<file path="config.mk">
export PLATFORM = sky130hd
export DESIGN_NAME = keypad_pin_entry
export DESIGN_NICKNAME = d
export VERILOG_FILES = /design/src/rtl/keypad_pin_entry.sv
export SDC_FILE = /design/constraint.sdc
export NUM_CORES = 1
export LEC_CHECK = 0
export ABC_AREA = 1
export CORE_ASPECT_RATIO = 0.8
export CORE_UTILIZATION = 57
export CTS_BUF_LIST = sky130_fd_sc_hd__clkbuf_2
export DETAILED_ROUTE_END_ITERATION = 7
export DONT_BUFFER_PORTS = 1
export PLACE_DENSITY = 0.72
export SLEW_MARGIN = 20
export SYNTH_ARGS = -nofsm -noshare
export SYNTH_HDL_FRONTEND = slang
export SYNTH_SLANG_ARGS = --single-unit
</file>
<file path="constraint.sdc">
create_clock -name clock -period 1.7 [get_ports clock]
set_input_delay 0.17 -clock clock [delete_from_list [all_inputs] [get_ports clock]]
set_output_delay 0.17 -clock clock [all_outputs]
set_load 0.02 [all_outputs]
</file>
<file path="src/rtl/keypad_pin_entry.sv">
// keypad_pin_entry: decodes keypad scanner hits on a 4x3 ATM keypad into
// key codes, accumulates a BCD PIN with backspace ('*') and submit ('#'),
// and hands the finished PIN to the processor with a valid/ack handshake.
// Optional feature macro: PIN_TIMEOUT_EN (inactivity clear during entry).
module keypad_pin_entry #(
  parameter int MAX_DIGITS     = 4,
  parameter int MIN_DIGITS     = 4,
  parameter int TIMEOUT_CYCLES = 50_000_000
) (
  input  logic                    clock,
  input  logic                    reset,
  input  logic                    dataReady,
  input  logic [31:0]             foundRow,
  input  logic [31:0]             foundCol,
  input  logic                    pin_ack,
  output logic                    key_strobe,
  output logic [3:0]              key_code,
  output logic [3:0]              digit_count,
  output logic [4*MAX_DIGITS-1:0] pin_bcd,
  output logic                    pin_valid,
  output logic                    reject,
  output logic                    overflow,
  output logic                    timeout
);

  localparam int W = 4 * MAX_DIGITS;

  localparam logic [3:0] MAX_CNT = 4'(MAX_DIGITS);
  localparam logic [3:0] MIN_CNT = 4'(MIN_DIGITS);

  localparam logic [1:0] ST_IDLE  = 2'd0;
  localparam logic [1:0] ST_ENTRY = 2'd1;
  localparam logic [1:0] ST_READY = 2'd2;

  localparam logic [3:0] KEY_STAR = 4'd10;
  localparam logic [3:0] KEY_HASH = 4'd11;
  localparam logic [3:0] KEY_BAD  = 4'd15;

  // Parameter legality, caught at elaboration.
  if (MAX_DIGITS < 1 || MAX_DIGITS > 8) begin : g_bad_max
    $error("keypad_pin_entry: MAX_DIGITS must be 1..8");
  end
  if (MIN_DIGITS < 1 || MIN_DIGITS > MAX_DIGITS) begin : g_bad_min
    $error("keypad_pin_entry: MIN_DIGITS must be 1..MAX_DIGITS");
  end
  if (TIMEOUT_CYCLES < 1) begin : g_bad_tmo
    $error("keypad_pin_entry: TIMEOUT_CYCLES must be at least 1");
  end

  // Map a scanner row/column pair to a key code. Full 32-bit compares so a
  // wild index in the upper bits can never alias onto a real key.
  function automatic logic [3:0] decode_key(input logic [31:0] row,
                                            input logic [31:0] col);
    logic [3:0] code;
    if (row < 32'd3 && col < 32'd3) begin
      code = row[3:0] * 4'd3 + col[3:0] + 4'd1;
    end else if (row == 32'd3) begin
      if (col == 32'd0) begin
        code = KEY_STAR;
      end else if (col == 32'd1) begin
        code = 4'd0;
      end else if (col == 32'd2) begin
        code = KEY_HASH;
      end else begin
        code = KEY_BAD;
      end
    end else begin
      code = KEY_BAD;
    end
    return code;
  endfunction

  // Synchronizer / edge detector / captured key
  logic       sync1_q, sync2_q, prev_q;
  logic       rise_s;
  logic       pend_q;
  logic [3:0] pend_code_q;

  // FSM and datapath
  logic [1:0]   state_q, state_d;
  logic [W-1:0] buf_q, buf_d;
  logic [3:0]   count_q, count_d;
  logic         strobe_q, strobe_d;
  logic [3:0]   code_q, code_d;
  logic         valid_q, valid_d;
  logic         reject_q, reject_d;
  logic         overflow_q, overflow_d;

  // View of the buffer after any inactivity clear in this cycle
  logic         tmo_fire_s;
  logic [1:0]   base_state_s;
  logic [W-1:0] base_buf_s;
  logic [3:0]   base_cnt_s;
  logic [W-1:0] digit_ext_s;

  assign rise_s = sync2_q & ~prev_q;

  // Bring the asynchronous dataReady level into the clock domain and keep
  // the previous synced value for rising-edge detection.
  always_ff @(posedge clock) begin
    if (reset) begin
      sync1_q <= 1'b0;
      sync2_q <= 1'b0;
      prev_q  <= 1'b0;
    end else begin
      sync1_q <= dataReady;
      sync2_q <= sync1_q;
      prev_q  <= sync2_q;
    end
  end

  // Sample and decode row/column only on a synced rising edge.
  always_ff @(posedge clock) begin
    if (reset) begin
      pend_q      <= 1'b0;
      pend_code_q <= 4'd0;
    end else begin
      pend_q <= rise_s;
      if (rise_s) begin
        pend_code_q <= decode_key(foundRow, foundCol);
      end else begin
        pend_code_q <= pend_code_q;
      end
    end
  end

`ifdef PIN_TIMEOUT_EN
  localparam logic [31:0] TMO_RELOAD = 32'(TIMEOUT_CYCLES - 1);

  logic [31:0] tmo_cnt_q, tmo_cnt_d;
  logic        timeout_q;

  // The counter reaches zero exactly TIMEOUT_CYCLES clocks after the last strobe.
  assign tmo_fire_s = (state_q == ST_ENTRY) && (tmo_cnt_q == 32'd0);

  // Reload on every strobe, count down only while entering digits, hold otherwise.
  always_comb begin
    tmo_cnt_d = tmo_cnt_q;
    if (pend_q) begin
      tmo_cnt_d = TMO_RELOAD;
    end else if (state_q == ST_ENTRY && tmo_cnt_q != 32'd0) begin
      tmo_cnt_d = tmo_cnt_q - 32'd1;
    end else begin
      tmo_cnt_d = tmo_cnt_q;
    end
  end

  // Inactivity counter and its one-cycle timeout pulse.
  always_ff @(posedge clock) begin
    if (reset) begin
      tmo_cnt_q <= TMO_RELOAD;
      timeout_q <= 1'b0;
    end else begin
      tmo_cnt_q <= tmo_cnt_d;
      timeout_q <= tmo_fire_s;
    end
  end

  assign timeout = timeout_q;
`else
  assign tmo_fire_s = 1'b0;
  assign timeout    = 1'b0;
`endif

  // A key arriving in the timeout cycle is applied to the already-cleared buffer.
  always_comb begin
    if (tmo_fire_s) begin
      base_state_s = ST_IDLE;
      base_buf_s   = '0;
      base_cnt_s   = 4'd0;
    end else begin
      base_state_s = state_q;
      base_buf_s   = buf_q;
      base_cnt_s   = count_q;
    end
  end

  // Zero-extend the pending digit to buffer width (works for a 1-digit buffer too).
  always_comb begin
    digit_ext_s      = '0;
    digit_ext_s[3:0] = pend_code_q;
  end

  // Next-state logic: handshake in READY, key handling in IDLE/ENTRY.
  always_comb begin
    state_d    = base_state_s;
    buf_d      = base_buf_s;
    count_d    = base_cnt_s;
    valid_d    = valid_q;
    strobe_d   = pend_q;
    code_d     = pend_q ? pend_code_q : code_q;
    reject_d   = 1'b0;
    overflow_d = 1'b0;

    if (state_q == ST_READY) begin
      // Keys are strobed but otherwise ignored; ack wins over any key.
      if (pin_ack) begin
        valid_d = 1'b0;
        buf_d   = '0;
        count_d = 4'd0;
        state_d = ST_IDLE;
      end else begin
        valid_d = 1'b1;
      end
    end else if (pend_q) begin
      case (pend_code_q)
        4'd0, 4'd1, 4'd2, 4'd3, 4'd4, 4'd5, 4'd6, 4'd7, 4'd8, 4'd9: begin
          if (base_cnt_s < MAX_CNT) begin
            buf_d   = (base_buf_s << 3'd4) | digit_ext_s;
            count_d = base_cnt_s + 4'd1;
            state_d = ST_ENTRY;
          end else begin
            overflow_d = 1'b1;
          end
        end
        KEY_STAR: begin
          if (base_cnt_s != 4'd0) begin
            buf_d   = base_buf_s >> 3'd4;
            count_d = base_cnt_s - 4'd1;
            state_d = (base_cnt_s == 4'd1) ? ST_IDLE : ST_ENTRY;
          end else begin
            count_d = 4'd0;
          end
        end
        KEY_HASH: begin
          if (base_cnt_s >= MIN_CNT) begin
            state_d = ST_READY;
            valid_d = 1'b1;
          end else begin
            reject_d = 1'b1;
            buf_d    = '0;
            count_d  = 4'd0;
            state_d  = ST_IDLE;
          end
        end
        default: begin
          reject_d = 1'b1;
        end
      endcase
    end else begin
      valid_d = 1'b0;
    end
  end

  // State, buffer and registered outputs.
  always_ff @(posedge clock) begin
    if (reset) begin
      state_q    <= ST_IDLE;
      buf_q      <= '0;
      count_q    <= 4'd0;
      strobe_q   <= 1'b0;
      code_q     <= 4'd0;
      valid_q    <= 1'b0;
      reject_q   <= 1'b0;
      overflow_q <= 1'b0;
    end else begin
      state_q    <= state_d;
      buf_q      <= buf_d;
      count_q    <= count_d;
      strobe_q   <= strobe_d;
      code_q     <= code_d;
      valid_q    <= valid_d;
      reject_q   <= reject_d;
      overflow_q <= overflow_d;
    end
  end

  assign key_strobe  = strobe_q;
  assign key_code    = code_q;
  assign digit_count = count_q;
  assign pin_bcd     = buf_q;
  assign pin_valid   = valid_q;
  assign reject      = reject_q;
  assign overflow    = overflow_q;

endmodule

</file>
==> Yosys cells after proc, flatten, opt, wreduce, memory -nomap -nowiden <==
Cells that the tools add are included.
{ "op_classes": {"order_cmp": 4, "n_reduce_logical": 14, "eq_ne": 22, "mux": 35, "div": 0, "add_sub_neg": 4, "n_mul": 1, "n_bitwise": 5, "shift": 0} }
{ "ops": {"columns": ["cell", "count"], "rows": [
  ["$mux 16", 6],
  ["$eq 32x2->1 const B", 2],
  ["$lt 32x2->1 const B", 2],
  ["$pmux 16 s3", 1],
  ["$mux 4", 10],
  ["$eq 32x1->1 const B", 1],
  ["$logic_not 32->1", 1],
  ["$eq 4x3->1 const B", 4],
  ["$eq 4x4->1 const B", 4],
  ["$or 16x4->16", 1],
  ["$mux 2", 6],
  ["$pmux 4 s3", 1],
  ["$reduce_or 11->1", 1],
  ["$reduce_and 5->1", 2],
  ["$reduce_or 10->1", 1],
  ["$ne 3x3->1 const B", 3],
  ["$add 4x1->4 const B", 2],
  ["$eq 4x1->1 const B", 2],
  ["$eq 4x2->1 const B", 2],
  ["$mux 1", 8],
  ["$reduce_bool 4->1", 2],
  ["$ne 3x1->1 const B", 2],
  ["$pmux 2 s3", 1],
  ["$reduce_and 6->1", 1],
  ["17 further kinds", 19]
]} }
{ "totals": {"output_inout_bits": 29, "rom_bits": 0, "register_bits": 38, "memories": 0, "mem_bits_rw": 0, "word_cells": 98, "input_bits": 68, "latchBits": 0} }

==> Longest topological paths before layout <==
{ "depth": {"word_depth": 6, "ltp_mapped": 13} }

==> Least setup slack after synthesis <==
OpenSTA, ideal clock, no wires.
{ "synth_timing": {"path_kind": "input -> register", "start": "input port foundRow[0]", "end": "register pend_code_q[2]", "stages": 7, "setup_time_ns": 0.071, "arrival_ns": 1.509, "slack_ns": 0.120, "t_required_ns": 1.629, "cell_sequence": "fa_1 > fa_1 > xor2_1 > nand3_1 > nand2_1 > nand2_1 > a21oi_1"} }
{ "synth_via": {"elab_chain_cells": 4, "elab_cells_between_ends": 8} }
{ "synth_lines": {"columns": ["item", "line_no", "source"], "rows": [
  ["start: declaration", "13", "input logic [31:0] foundRow,"],
  ["$mul 4x2->4", "56", "code = row[3:0] * 4'd3 + col[3:0] + 4'd1;"],
  ["$add 4x4->4", "56", null],
  ["$add 4x1->4", "56", null],
  ["$mux 4 *", "55", "if (row < 32'd3 && col < 32'd3) begin"],
  ["end signal: assignment", "120", "pend_code_q <= decode_key(foundRow, foundCol);"],
  ["end signal: assignment", "122", "pend_code_q <= pend_code_q;"],
  ["end: declaration", "77", "logic [3:0] pend_code_q;"]
]} }
Every way passes the cells marked *; elsewhere a longest branch is shown, timed or not.
A chain may end at the register's enable or synchronous reset.

==> Final worst setup path <==
{ "layout_timing": {"start": "register pend_code_q[2]", "end": "register buf_q[5] (netlist: pin_bcd[5])"} }
{ "layout_via": {"elab_chain_cells": 5, "elab_cells_between_ends": 21} }
{ "layout_lines": {"columns": ["item", "line_no", "source"], "rows": [
  ["$eq 4x1->1 (tied with other cells)", "206", "case (pend_code_q)"],
  ["$reduce_or 10->1", "206", null],
  ["$pmux 16 s3", "206", null],
  ["$mux 16", "205", "end else if (pend_q) begin"],
  ["$mux 16", "195", "if (state_q == ST_READY) begin"],
  ["end signal: assignment", "258", "buf_q <= buf_d;"],
  ["end: declaration", "81", "logic [W-1:0] buf_q, buf_d;"]
]} }
Several ways; a longest one is shown, not always the timed one. The select of a mux whose other input is x is not followed.

==> qor.yml <==
status:
  status: "complete, no violations"
yosys:
  synth_nets: 420
  ys_seq_area_share_pct: 32.8
  postSynthAreaPerCell_um2: 6.82
  ys_ff_latch: 38
  yosys.cell_types.count: 35
  synth_warnings: 0
  synthCells: 340
  synthesis.area_um2: 2320
critical_path:
  path_buf_inv: 1
  crit_required_ns: 2.04
  cp_slowest_stage_delay_ns: 0.51
  cp_max_fo: 32
  startpoint_type: "flip-flop"
  arrival_ns: 1.91
  crit_path_end_kind: "flip-flop"
  path_common_cell: "o21ai_1"
  path_delay_family: "flip-flops"
  critPathKind: "flip-flop to flip-flop"
  cpMaxStageDelayCell: "dfxtp_1"
  critical_path.cell_chain: "inv_2, o21ai_1, nand2_1, nand3_4, nor2_8, nand2_8, o21ai_1, a21oi_1"
min_path:
  hold_class: "primary input to flip-flop"
placement:
  place_area_um2: 2400
  port_buffers: 0
  dp.final_hpwl_mm: 3.81
  routabilityCongestion: 0.829
power:
  ir_drop_mv: 0.472
  p_total_mw: 1.74
  leakage_nw: 1.06
  power_density_nw_per_um2: 692
job:
  maxCapViolCount: 0
floorplanning:
  initial_core_util_pct: 60.2
  die_x_um: 73.3
  dieHeight_um: 59.1
  die_area_um2: 4330
  core_area_um2: 3850
  fp-row-count: 20
  ios: 97
cells_and_area:
  area_delta_synth_final_pct: 8.52
  layout_commonest_cell: "nor2_1"
  drive_gt1_share_pct: 11.0
  fin_nets: 433
  fillerInstances: 359
  n_antenna_cell: 0
  final_area_um2: 2520
  multi_input_area_um2: 1320
  seqCellArea_um2: 762
  final_cell_mix: "nor2_1 (65), nand2_1 (57), inv_1 (43)"
route:
  wl_per_cell_um: 12.5
  drt_pass1_iterations: 5
  vias: 2182
  routed_wl_mm: 5.09
  postRouteAntennaNets: 0
  drc: 0
  drt-vias-per-instance: 5.35
  drt_iter0_drc: 93
cts:
  insertion_delay_ns: 0.41
  cts_buffers: 5
  cts_buffer_depth: 2
  cts_root_buffer: "clkbuf_2"
  cts.clk_slew.worst_paths_ns: 0.18
  cts_sinks: 38
  h-tree-depth: 2
  cts_tree: "done"
global_route:
  grt-ovfl-total: 0
  grt_pass1_vias: 2034
  grt_max_degree: 33
  grt_usage_pct: 25.6
  antenna_found_initial: 0
  grt_pass1_wl_mm: 8.50
sta:
  relSlewSlack_pct: 58.6
  setup_viol: 0
  period_share_pct: 92.8
  slew_viol_final: 0
  setup_tns_ns: 0
  fmax_mhz: 634
  post-route-min-period_ns: 1.58
  hold_viol_final: 0
  rsz0062_at_grt: "false"
  skew_ns: 0.0240
  worst_pin_slew_ns: 0.621
==> synthesized netlist by cell type (all sizes together) <==
library cell	count	area (µm²)
a211oi	1	7.51
a21oi	28	140
a22oi	1	7.51
a31oi	2	12.5
buf	7	56.3
clkbuf	3	11.3
clkinv	1	3.75
conb	1	3.75
dfxtp	38	761
fa	3	60.1
ha	9	113
inv	47	176
nand2	61	249
nand3	15	103
nand3b	3	22.5
nand4	2	12.5
nor2	70	304
nor4	1	6.26
o21ai	30	150
o22ai	10	62.6
o31ai	1	7.51
or2	2	15.0
xor2	4	35.0
==> tightest hold or removal path, delay by kind of cell <==
kind | cells | cell delay (ns)
AO/OA/AOI/OAI | 1 | 0.12
AND/OR/NAND/NOR | 5 | 0.28
==> kinds of logic (layout without fill, tap and decap cells) <==
logic type | Yosys count | after routing | share of synthesized area (%)
compound gates | 73 | 73 | 16.7
xor+xnor | 4 | 4 | 1.51
fa+ha+maj | 12 | 12 | 7.44
buf+inv | 58 | 71 | 10.7
flops | 38 | 38 | 32.8
other cells | 1 | 1 | 0.162
simple gates | 154 | 154 | 30.7
==> metrics by stage <==
step	util (%)	cells	setup WS (ns)	hold WS (ns)
after floorplan	-	340	0.120	0.253
after global placement	62.4	396	0.0809	0.241
after detailed placement	62.4	396	0.0475	0.242
after CTS	64.7	406	0.0719	0.189
after global routing	65.3	408	0.00371	0.246
final	65.3	408	0.122	0.197
==> power breakdown <==
| group | switching, mW | internal, mW | leakage [nW] |
|---|---|---|---|
| combinational | 0.142 | 0.0997 | 0.713 |
| clock | 0.304 | 0.236 | 0.0365 |
| sequential | 0.0402 | 0.920 | 0.309 |
==> worst paths after layout <==
check | cells after the start | end | from | slack (ns)
setup / recovery | 8 | pin_bcd[5] | pend_code_q[2] | 0.12
hold / removal | 6 | pend_code_q[0] | foundCol[0] | 0.20
setup reg to reg | 8 | pin_bcd[5] | pend_code_q[2] | 0.12
hold reg to reg | 2 | sync2_q | sync1_q | 0.42
==> what timing repair did <==
action | CTS | global route
buffers inserted | 0 | 2
endpoints found under the setup margin | 0 | 17
gates resized for setup | 0 | 2
hold buffers | 3 | 0
hold endpoints to repair | 13 | 0
==> per-layer routing <==
metal	track usage [%]	up-vias	wire, µm
li1	-	1113	-
met1	33.2	964	2440
met2	41.9	98	2160
met3	7.14	7	432
met4	7.42	0	53
met5	0	-	0
==> layout make-up <==
class | count | share of cell area [%]
multi-input cells | 244 | 52.4
flip-flops and latches | 38 | 30.3
inverters | 48 | 7.16
repair buffers | 16 | 5.07
well taps | 55 | 2.73
clock inverters | 2 | 1.34
clock buffers | 5 | 0.994
==> flip-flops by register name (all words and copies together), names as in the netlist <==
signal	count
pend_q	1
base_state_s	2
pin_bcd	16
pend_code_q	4
digit_count	4
prev_q	1
reject	1
overflow	1
key_code	4
sync2_q	1
key_strobe	1
sync1_q	1
pin_valid	1
(Power assumes the default switching activity.)
